**src/rtl/clkdiv_pkg.sv**
```systemverilog
// clkdiv_pkg: shared state encoding and default sizing for the slow-clock divider
package clkdiv_pkg;
  typedef logic state_t;
  localparam state_t IDLE = 1'b0;
  localparam state_t RUN = 1'b1;
  localparam int CNT_W_DEF = 28;
  localparam int MIN_DIV_DEF = 2;
endpackage

```
**src/rtl/clkdiv_core.sv**
```systemverilog
// clkdiv_core: period counter, half-period compare and period-end detection
module clkdiv_core
  import clkdiv_pkg::*;
#(
  parameter int CNT_W = CNT_W_DEF
) (
  input  logic             clk,
  input  logic             rst,
  input  logic             enable,
  input  logic             clear,
  input  logic [CNT_W-1:0] div_active,
  output logic             boundary,
  output logic             slowed_clk_next
);
  logic [CNT_W-1:0] cnt_q, cnt_d;
  assign boundary = enable && cnt_q == div_active - CNT_W'(1);
  assign slowed_clk_next = cnt_q >= (div_active >> 1);
  assign cnt_d = (clear || boundary) ? '0 : enable ? cnt_q + CNT_W'(1) : cnt_q;
  always_ff @(posedge clk) begin
    if (rst) cnt_q <= '0;
    else cnt_q <= cnt_d;
  end
endmodule

```
**src/rtl/clkdiv_ctrl.sv**
```systemverilog
// clkdiv_ctrl: run-time divide-ratio, start/stop and one-shot control for slowed_clk.
// Optional CLKDIV_CTRL_PERIOD_COUNT_EN adds a saturating period_count output.
module clkdiv_ctrl
  import clkdiv_pkg::*;
#(
  parameter int CNT_W = CNT_W_DEF,
  parameter int unsigned DEFAULT_DIV = 100000000,
  parameter int unsigned MIN_DIV = MIN_DIV_DEF
) (
  input  logic             clk,
  input  logic             rst,
  input  logic             cfg_valid,
  output logic             cfg_ready,
  input  logic [CNT_W-1:0] cfg_div,
  input  logic             cfg_oneshot,
  output logic             cfg_err,
  input  logic             start,
  input  logic             stop,
  output logic             slowed_clk,
  output logic             tick,
  output logic             done,
  output logic             busy
`ifdef CLKDIV_CTRL_PERIOD_COUNT_EN
  ,
  output logic [31:0]      period_count
`endif
);
  localparam logic [CNT_W-1:0] DEF_V = CNT_W'(DEFAULT_DIV);
  localparam logic [CNT_W-1:0] MIN_V = CNT_W'(MIN_DIV);
  state_t state_q, state_d;
  logic [CNT_W-1:0] div_q, div_d, pdiv_q, pdiv_d;
  logic os_q, os_d, pos_q, pos_d, pend_q, pend_d, stop_q, stop_d;
  logic run, go, acc, ok, boundary, slow_nx;
  assign run = state_q == RUN;
  assign go = !run && start && !stop;
  assign acc = cfg_valid && !pend_q;
  assign ok = cfg_div >= MIN_V;
  assign cfg_ready = !pend_q;
  assign busy = run;
  clkdiv_core #(.CNT_W(CNT_W)) u_core (
    .clk(clk),
    .rst(rst),
    .enable(run),
    .clear(!run),
    .div_active(div_q),
    .boundary(boundary),
    .slowed_clk_next(slow_nx)
  );
  // Accepts need !pend_q, so a boundary load and a new pending write never collide.
  always_comb begin
    state_d = go ? RUN : state_q;
    div_d = div_q;
    os_d = os_q;
    pdiv_d = pdiv_q;
    pos_d = pos_q;
    pend_d = pend_q;
    stop_d = stop_q || (run && stop && !boundary);
    if (boundary && pend_q) begin
      div_d = pdiv_q;
      os_d = pos_q;
      pend_d = 1'b0;
    end
    if (boundary && (os_q || stop_q || stop)) begin
      state_d = IDLE;
      stop_d = 1'b0;
    end
    if (acc && ok && run) begin
      pdiv_d = cfg_div;
      pos_d = cfg_oneshot;
      pend_d = 1'b1;
    end
    if (acc && ok && !run) begin
      div_d = cfg_div;
      os_d = cfg_oneshot;
    end
  end
  always_ff @(posedge clk) begin
    if (rst) begin
      state_q <= IDLE;
      div_q <= DEF_V;
      os_q <= 1'b0;
      pdiv_q <= '0;
      pos_q <= 1'b0;
      pend_q <= 1'b0;
      stop_q <= 1'b0;
      slowed_clk <= 1'b0;
      tick <= 1'b0;
      done <= 1'b0;
      cfg_err <= 1'b0;
    end else begin
      state_q <= state_d;
      div_q <= div_d;
      os_q <= os_d;
      pdiv_q <= pdiv_d;
      pos_q <= pos_d;
      pend_q <= pend_d;
      stop_q <= stop_d;
      slowed_clk <= run && slow_nx;
      tick <= boundary;
      done <= boundary && os_q;
      cfg_err <= acc && !ok;
    end
  end
`ifdef CLKDIV_CTRL_PERIOD_COUNT_EN
  logic [31:0] pc_q;
  always_ff @(posedge clk) begin
    if (rst || go) pc_q <= '0;
    else if (boundary && pc_q != '1) pc_q <= pc_q + 32'd1;
  end
  assign period_count = pc_q;
`endif
endmodule

```
**config.mk**
```make
export PLATFORM = sky130hd
export DESIGN_NAME = clkdiv_ctrl
export DESIGN_NICKNAME = d
export VERILOG_FILES = /design/src/rtl/clkdiv_pkg.sv /design/src/rtl/clkdiv_core.sv /design/src/rtl/clkdiv_ctrl.sv
export SDC_FILE = /design/constraint.sdc
export NUM_CORES = 1
export LEC_CHECK = 0
export CAP_MARGIN = 10
export CORE_UTILIZATION = 50
export DETAILED_ROUTE_END_ITERATION = 8
export PLACE_DENSITY_LB_ADDON = 0.08
export SLEW_MARGIN = 20
export SYNTH_ARGS = -nofsm -noshare
export SYNTH_HDL_FRONTEND = slang
export SYNTH_SLANG_ARGS = --single-unit
```
**constraint.sdc**
```tcl
create_clock -name clk -period 3.2 [get_ports clk]
set_input_delay 0.96 -clock clk [delete_from_list [all_inputs] [get_ports clk]]
set_output_delay 0.96 -clock clk [all_outputs]
set_load 0.02 [all_outputs]
```
## Word-level counts from Yosys, hierarchy flattened

Cells that the tools add are included.

- Flip-flop bits (word level): 93
- Input bits: 34
- Output and inout port bits: 6
- Word-level logic and storage cells: 50

- Add/subtract/negate cells: 2
- $lt $le $gt $ge: 2
- Equal/unequal tests: 1
- Multiplexer cells: 6
- Reductions and logical operators: 27

Operators with widths:

| kind | number |
|---|---|
| $mux 28 | 2 |
| $add 28x1->28 const B | 1 |
| $eq 28x28->1 | 1 |
| $ge 28x2->1 const B | 1 |
| $ge 28x27->1 | 1 |
| $sub 28x1->28 const B | 1 |
| $logic_and 1x1->1 | 14 |
| $logic_not 1->1 | 5 |
| $logic_or 1x1->1 | 4 |
| $mux 1 | 4 |
| $reduce_bool 2->1 | 2 |
| $reduce_or 2->1 | 2 |

## Depth between registers and ports, before layout

Gate-level depths: netlist of run 1.

- Depth after elaboration: 6
- Depth in mapped cells: 13
- Gate-level depth less buffers: 10

## Cells and area by module

From an unflattened synthesis of run 1, not the netlist that was laid out.

- Cells, all modules: 681
- Area total of the unflattened synthesis: 5855.6 um^2

By module, submodules not included:

| module | instances | cells each | area each (um^2) | seq. area each (um^2) |
|---|---|---|---|---|
| clkdiv_ctrl | 1 | 321 | 2997.9 | 1301.2 |
| clkdiv_core | 1 | 360 | 2857.7 | 560.5 |

## Least setup slack after synthesis of run 1

Ideal clock, no wire load.

- Kind: register to register
- Start point: register div_q[0]
- End point: register div_q[10]
- Setup time: 123 ps
- Data arrival time: 2996 ps
- Required time: 3077 ps
- Setup slack: 81 ps
- Stages on the path, launching flop included: 13
- Buffers on the path: 3
- Clock period less this slack: 3119 ps
- Path through: dfxtp_1 > inv_1 > ha_1 > buf_2 > or4b_1 > buf_2 > or4_1 > a22oi_1 > nand4_1 > nor4b_2 > a41oi_1 > buf_2 > mux2_1

- Word-level cells in the longest chain between the ends: 5

RTL lines:

| what | RTL line | source |
|---|---|---|
| from (decl) | clkdiv_ctrl.sv:31 | `logic [CNT_W-1:0] div_q, div_d, pdiv_q, pdiv_d;` |
| from (signal assigned) | clkdiv_ctrl.sv:92 | `div_q <= div_d;` |
| $sub 28x1->28 | clkdiv_core.sv:16 | `assign boundary = enable && cnt_q == div_active - CNT_W'(1);` |
| $eq 28x28->1 | clkdiv_core.sv:16 |  |
| $logic_and 1x1->1 | clkdiv_core.sv:16 |  |
| $logic_and 1x1->1 | clkdiv_ctrl.sv:58 | `if (boundary && pend_q) begin` |
| $reduce_bool 2->1 (no line) | - |  |

Every way passes these cells.
A chain may end at the register's enable or synchronous reset.

## Worst setup path in the final report of run 1

Same ends and word-level chain as after synthesis.

==> results of run 1 <==
final cells by class:
class	count	area, sq um	share of cell area, %
multi-input combinational	535	3740	51.4
sequential	93	1860	25.6
timing repair buffer	119	1070	14.8
clock buffer	9	225	3.10
tap	140	175	2.41
inverter	37	139	1.91
clock inverter	4	51.3	0.706
registers in the layout (all words and copies together) (netlist names):
signal        flops
busy              1
stop_q            1
pos_q             1
tick              1
pend_q            1
slowed_clk        1
pdiv_q           28
done              1
cfg_err           1
os_q              1
div_q            28
u_core.cnt_q     28
layout by cell type, fill, tap and decap left out, types with 3 or more instances in the layout:
cell type	synthesis	layout
clkbuf_16	0	10
ha_1	29	28
a21oi_1	28	28
o211ai_1	3	3
nor3_1	11	9
xor2_1	26	26
nand2b_1	4	4
buf_12	0	5
xnor2_1	34	34
mux2_1	17	9
a21o_1	13	13
and3_1	10	10
nor4_1	16	14
o31a_1	6	6
buf_4	1	72
nand2_1	58	58
mux2i_1	41	41
nor2b_1	3	3
a211oi_1	22	22
nor3_2	1	3
nor2_1	108	108
inv_1	37	35
dfxtp_1	93	92
nand4_1	22	22
mux2_4	0	8
nand3_1	17	17
clkdlybuf4s50_1	0	38
o21ai_0	8	8
nor4_2	1	3
and2_1	14	14
or4_1	5	4
and4_1	7	7
o31ai_1	3	3
final timing paths:
check                            end  slack, ps  cells past startpoint
max           div_q[10]$_SDFFE_PP0P_        -30                     10
max reg2reg   div_q[10]$_SDFFE_PP0P_        -30                     10
min          pdiv_q[26]$_SDFFE_PP0P_        490                      2
min reg2reg  pdiv_q[26]$_SDFFE_PP0P_        490                      2
worst max-delay path: cells and delay by family (launching register included):
family	cells	cell delay (ps)
AO/OA/AOI/OAI	2	410
adder cells (fa/ha/maj)	1	140
buffers and inverters	2	290
flip-flops	1	330
multiplexers	1	320
AND/OR/NAND/NOR	4	1610
power breakdown:
part | leakage, nW | switching (mW) | internal [mW] | total [mW]
Combinational | 2.27 | 0.321 | 0.290 | 0.611
Clock | 0.134 | 0.448 | 0.593 | 1.04
Sequential | 0.756 | 0.0375 | 1.20 | 1.24
what timing repair did:
action                                  CTS  global route
hold buffers                              0             0
gates cloned                              0             1
resized for setup                         2            25
endpoints found under the setup margin   28            56
pin swaps                                 0             2
logic make-up after synthesis:
group / count (synthesis)
and+or+nand+nor: 290
DFF: 93
adders and majority gates: 29
AOI/OAI and AO/OA: 97
buffers and inverters: 77
xor gates and xnor gates: 61
muxes: 58
per-stage QoR:
stage	cells	TNS, ps	total power, mW
4_1_cts	936	0	2.89
2_1_floorplan	705	0	1.57
3_5_place_dp	923	-5460	1.83
3_3_place_gp	923	-5150	1.82
6_report	937	-98.7	2.89
5_1_grt	937	-1490	3.01
metal layers:
metal,GRT usage [%],wire (um),up-vias,part of all wire [%]
met1,34.0,7140,2576,45
met5,0,0,-,0
met2,49.3,7700,114,49
met3,6.64,688,22,4.3
met4,8.00,325,0,2.1
li1,-,-,2653,-
==> summary.md, run 1 <==
| Metric | Value |
|---|---|
| Outcome | complete, but fails checks |
| Failing checks | negative setup slack |
| Cells after Synth | 705 |
| Post-synthesis register bit count | 93 |
| CTS Buf Count | 9 |
| Cell Area, Synth | 0.00579 sq mm |
| Syn_nets | 768 |
| Post-CTS Setup Repair Bufs | 0 |
| Period utilisation layout | 101% |
| Nature of the critical path startpoint | flip-flop |
| Clock latency on the worst-skew pair | 350 ps |
| Vias per cell | 5.73 |
| Max frequency | 310 MHz |
| Worst setup slack after layout | -30.5 ps |
| Total GRT Usage | 28.1% |
| Slew Limit Headroom | 55.2% |
| Register area share after synthesis | 32.2% |
| CTS tree | built |
| Clock Root Buffer | clkbuf_16 |
| Initial drt markers | 317 |
| Placer Congestion | 0.925 |
| Actual slew at the worst max-slew pin | 671 ps |
| Count leader, synth | nor2_1 |
| Detailed placement HPWL | 12200 um |
| Starting density of the core | 52.2% |
| Worst VDD drop | 0.394 mV |
| CP Cell Sequence | inv_2, ha_4, or4b_4, or4_4, a22oi_2, nand4_1, nor4b_4, a41oi_4, clkbuf_16, mux2_1 |
| Largest family of logic cells by synthesized area | simple AND/OR/NAND/NOR gates |
| Vias in the first global route | 5223 |
| Hold Crit Class | reg2reg |
| Post-synth top cells | nor2_1, dfxtp_1, nand2_1 |
| Maximum clock path buffer count | 2 |
| Min Tclk post-route | 3230 ps |
| Post-synth EDFFs | 0 |
| H-tree depth | 3 |
| Total routed wirelength | 15800 um |
| Max-cap violations | 0 |
| Dpl cell area | 0.00685 sq mm |
| HP Start | pdiv_q[26]$_SDFFE_PP0P_ |
| IO Pins | 40 |
| CP peak stage delay | 510 ps |
| Crit Reg-Reg Startpoint | div_q[0]$_SDFFE_PP0P_ |
| Fin util | 65.6% |
| Global route overflow | 0 |
| Largest net degree at the start of global routing | 37 |
| ANT cells | 0 |
| Die width | 110 um |
| Final Hold Viols | 0 |
| Synth area leaders | dfxtp_1, mux2i_1, nor2_1 |
| Worst hold slack | 489 ps |
| Power per cell area | 398 mW/mm^2 |
| Share of cells above drive strength 1 | 15.3% |
| DIE HEIGHT | 110 um |
| Synth top area share | 32.2% |
| Avg Inst Size Synth | 8.21 sq um |
| Leak | 3.16 nW |
| Dpl ws | -220 ps |
| Critical path capture point type | flip-flop |
| Synth-to-Final Area Change | 25.5% |
| Die area | 0.0120 sq mm |
| Post-synthesis compound-gate area fraction | 11.5% |
| Setup CP Type | reg2reg |
| Max-slew violation count | 0 |
| Port Buf Inserts | 39 |
| Unrepaired setup endpoints after global routing | true |
| Worst Setup SP | div_q[0]$_SDFFE_PP0P_ |
| First-pass GRT wire length | 25400 um |
| Clk sink count | 93 |
| Synth unique cells | 54 |
| DRT antenna net count | 0 |
| Prevailing post-synth register cell | dfxtp_1 |
| Clock slew at reported path FFs | 60 ps |
| Row cnt | 38 |
| Router iterations before antenna repair | 5 |
| Post-route cell area | 0.00726 sq mm |
| Post-synth ARST share | 0% |
| Final setup vio count | 6 |
| XOR/XNOR share of the synthesized area | 9.47% |
| Clk_skew | 4.37 ps |
| Synth Area in Simple Gates | 24.8% |
| Ys Warns | 0 |
| Initial antenna violation count | 0 |
| Leading area contributor after synthesis | dfxtp_1 |
| Max Fanout on Critical Path | 7 |
| CP max-delay cell | or4_4 |
| Fillers | 960 |
| Nets@finish | 858 |
| Mux contribution to synthesized area | 10.4% |
| Critical Path AT | 3460 ps |
| Remaining DRCs | 0 |
| WL per Instance | 16.9 um |
| Core Area | 0.0111 sq mm |
| Vias | 5365 |
| Worst endpoint required time | 3430 ps |
| Synth Area in Adders | 6.27% |
Note: power is estimated with default switching activity, not from simulation.
==> run 2: changes to the inputs <==
--- a/config.mk
+++ b/config.mk
@@ -5,9 +5,11 @@
 export SDC_FILE = /design/constraint.sdc
 export NUM_CORES = 1
 export LEC_CHECK = 0
+export ABC_CLOCK_PERIOD_IN_PS = 3200
 export CAP_MARGIN = 10
 export CORE_UTILIZATION = 50
 export DETAILED_ROUTE_END_ITERATION = 8
+export GPL_TIMING_DRIVEN = 1
 export PLACE_DENSITY_LB_ADDON = 0.08
 export SLEW_MARGIN = 20
 export SYNTH_ARGS = -nofsm -noshare
==> results of run 2 <==
The final DEF is identical to that of run 1; final timing and power are the same.
==> run 3: changes to the inputs <==
--- a/config.mk
+++ b/config.mk
@@ -5,7 +5,7 @@
 export SDC_FILE = /design/constraint.sdc
 export NUM_CORES = 1
 export LEC_CHECK = 0
-export ABC_CLOCK_PERIOD_IN_PS = 3200
+export ABC_CLOCK_PERIOD_IN_PS = 3500
 export CAP_MARGIN = 10
 export CORE_UTILIZATION = 50
 export DETAILED_ROUTE_END_ITERATION = 8
==> constraint.sdc (replaced) <==
create_clock -name clk -period 3.5 [get_ports clk]
set_input_delay 1.05 -clock clk [delete_from_list [all_inputs] [get_ports clk]]
set_output_delay 1.05 -clock clk [all_outputs]
set_load 0.02 [all_outputs]
==> run 3 against run 2 <==
Effect of this change: the run now ends clean; sequential share of layout area grew 1.5 points; clock-buffer cell count grew 1; combinational power shrank 24%; core utilization shrank 3.6 points; largest power group unchanged; highest routed layer unchanged.
==> summary.md, run 3 (synthesis results as in run 1) <==
| Metric | Value |
|---|---|
| Clk_skew | 6.83 ps |
| Largest net degree at the start of global routing | 64 |
| Final Hold Viols | 0 |
| Placer Congestion | 0.897 |
| Share of cells above drive strength 1 | 8.30% |
| Global route overflow | 0 |
| CP max-delay cell | or3_1 |
| Synth-to-Final Area Change | 18.6% |
| ANT cells | 0 |
| Fillers | 996 |
| Hold Crit Class | reg2reg |
| Remaining DRCs | 0 |
| Nature of the critical path startpoint | flip-flop |
| Final Instance Count excl. Fillers | 899 |
| IO Pins | 40 |
| Total routed wirelength | 15500 um |
| Nets@finish | 817 |
| Commonest non-fill, non-tap cell in the layout | nor2_1 |
| Largest regs | div_q: 28 flops, pdiv_q: 28 flops, u_core.cnt_q: 28 flops |
| Core Area | 0.0111 sq mm |
| Vias | 5125 |
| Die width | 110 um |
| Period utilisation layout | 96.2% |
| Leak | 2.94 nW |
| Max-slew violation count | 0 |
| CTS tree | built |
| Max frequency | 297 MHz |
| Critical path capture point type | flip-flop |
| CTS Buf Count | 9 |
| Worst endpoint required time | 3740 ps |
| Worst setup slack after layout | 132 ps |
| Dpl ws | -1.81 ps |
| Power per cell area | 392 mW/mm^2 |
| Clock slew at reported path FFs | 70 ps |
| Hold buffers post-CTS | 0 |
| Row cnt | 38 |
| Initial drt markers | 268 |
| Detailed placement HPWL | 11900 um |
| Overall power | 2.69 mW |
| CP peak stage delay | 500 ps |
| Max-cap violations | 0 |
| WL per Instance | 17.2 um |
| Initial antenna violation count | 0 |
| Total GRT Usage | 27.6% |
| Cells on Worst Hold Path | 2 |
| Router iterations before antenna repair | 5 |
| Most frequent cells in the layout | nor2_1, dfxtp_1, nand2_1 |
| Worst r2r path cells | 10 |
| Critical path depth | 10 |
| H-tree depth | 3 |
| Max Fanout on Critical Path | 15 |
| Min Tclk post-route | 3370 ps |
| Crit-path leading delay family | simple AND/OR/NAND/NOR gates |
| Final setup vio count | 0 |
| Vias per cell | 5.70 |
| Starting density of the core | 52.2% |
| Outcome | complete, no violations |
| Cells after DPL | 883 |
| R2r setup slk | 130 ps |
| Setup TNS | 0 ps |
| Setup CP Type | reg2reg |
| DIE HEIGHT | 110 um |
| Clk sink count | 93 |
| Unrepaired setup endpoints after global routing | false |
| Vias in the first global route | 4945 |
| CP Cell Sequence | or3_1, nor2_1, o2111ai_1, nor3_1, nand4_1, nor4b_2, buf_4, a41oi_4, buf_12, mux2_1 |
| Clock latency on the worst-skew pair | 360 ps |
| Critical Path AT | 3610 ps |
| Port Buf Inserts | 39 |
| DRT antenna net count | 0 |
| First-pass GRT wire length | 25100 um |
| Clock Root Buffer | clkbuf_16 |
| Maximum clock path buffer count | 2 |
| Worst VDD drop | 0.268 mV |
| Die area | 0.0120 sq mm |
| Slew Limit Headroom | 58.0% |
| Buffers & Inverters on Critical Path | 2 |
| Actual slew at the worst max-slew pin | 631 ps |
## run 3: cell count changes in the layout (fill, tap and decap cells not counted), sizes merged
cell      previous run  this run
clkinvlp             1         0
bufinv               1         2
inv                 38        40
buf                 80        40
## run 3: timing repair
item	CTS	global route
endpoints found under the hold margin	0	0
gates resized for setup	0	3
setup endpoints to repair	0	28
buffers inserted	0	0
## run 3: per-layer routing
metal	up-vias	track usage [%]	part of all wire, %
met5	-	0	0
met4	0	10.7	2.0
met3	26	3.91	3.6
met2	103	46.7	49
met1	2423	35.3	46
li1	2573	-	-
## run 3: power by group
part / internal, mW / switching (mW) / total, mW
registers: 1.10 / 0.0544 / 1.15
logic: 0.211 / 0.254 / 0.466
clock network: 0.633 / 0.443 / 1.08
total: 1.94 / 0.752 / 2.69
## run 3: worst min-delay path: cells and delay by family, from the launching register on
kind	cells	cell delay [ps]
flops	1	320
simple gates	1	80
mux	1	60
## run 3: final cells by class
class / count / area, sq um / share of cell area [%]
clock buffers: 10 / 229 / 3.34
well taps: 140 / 175 / 2.55
clock inverters: 6 / 91.3 / 1.33
inverters: 37 / 139 / 2.02
repair buffers: 78 / 716 / 10.4
multi-input cells: 535 / 3650 / 53.2
flip-flops and latches: 93 / 1860 / 27.1
## run 3: stage by stage
step                      instance area (sq um)  utilization (%)  hold WS (ps)
after floorplan                            5790                -           420
after global placement                     6520             58.9           466
after detailed placement                   6520             58.9           481
after CTS                                  6840             61.8           497
after global routing                       6860             61.9           525
final                                      6860             61.9           493
## run 3: worst paths after layout
kind,from,end
max reg2reg,div_q[2]$_SDFFE_PP0P_,os_q$_SDFFE_PP0P_
max,div_q[2]$_SDFFE_PP0P_,os_q$_SDFFE_PP0P_
min reg2reg,pdiv_q[20]$_SDFFE_PP0P_,pdiv_q[20]$_SDFFE_PP0P_
min,pdiv_q[20]$_SDFFE_PP0P_,pdiv_q[20]$_SDFFE_PP0P_
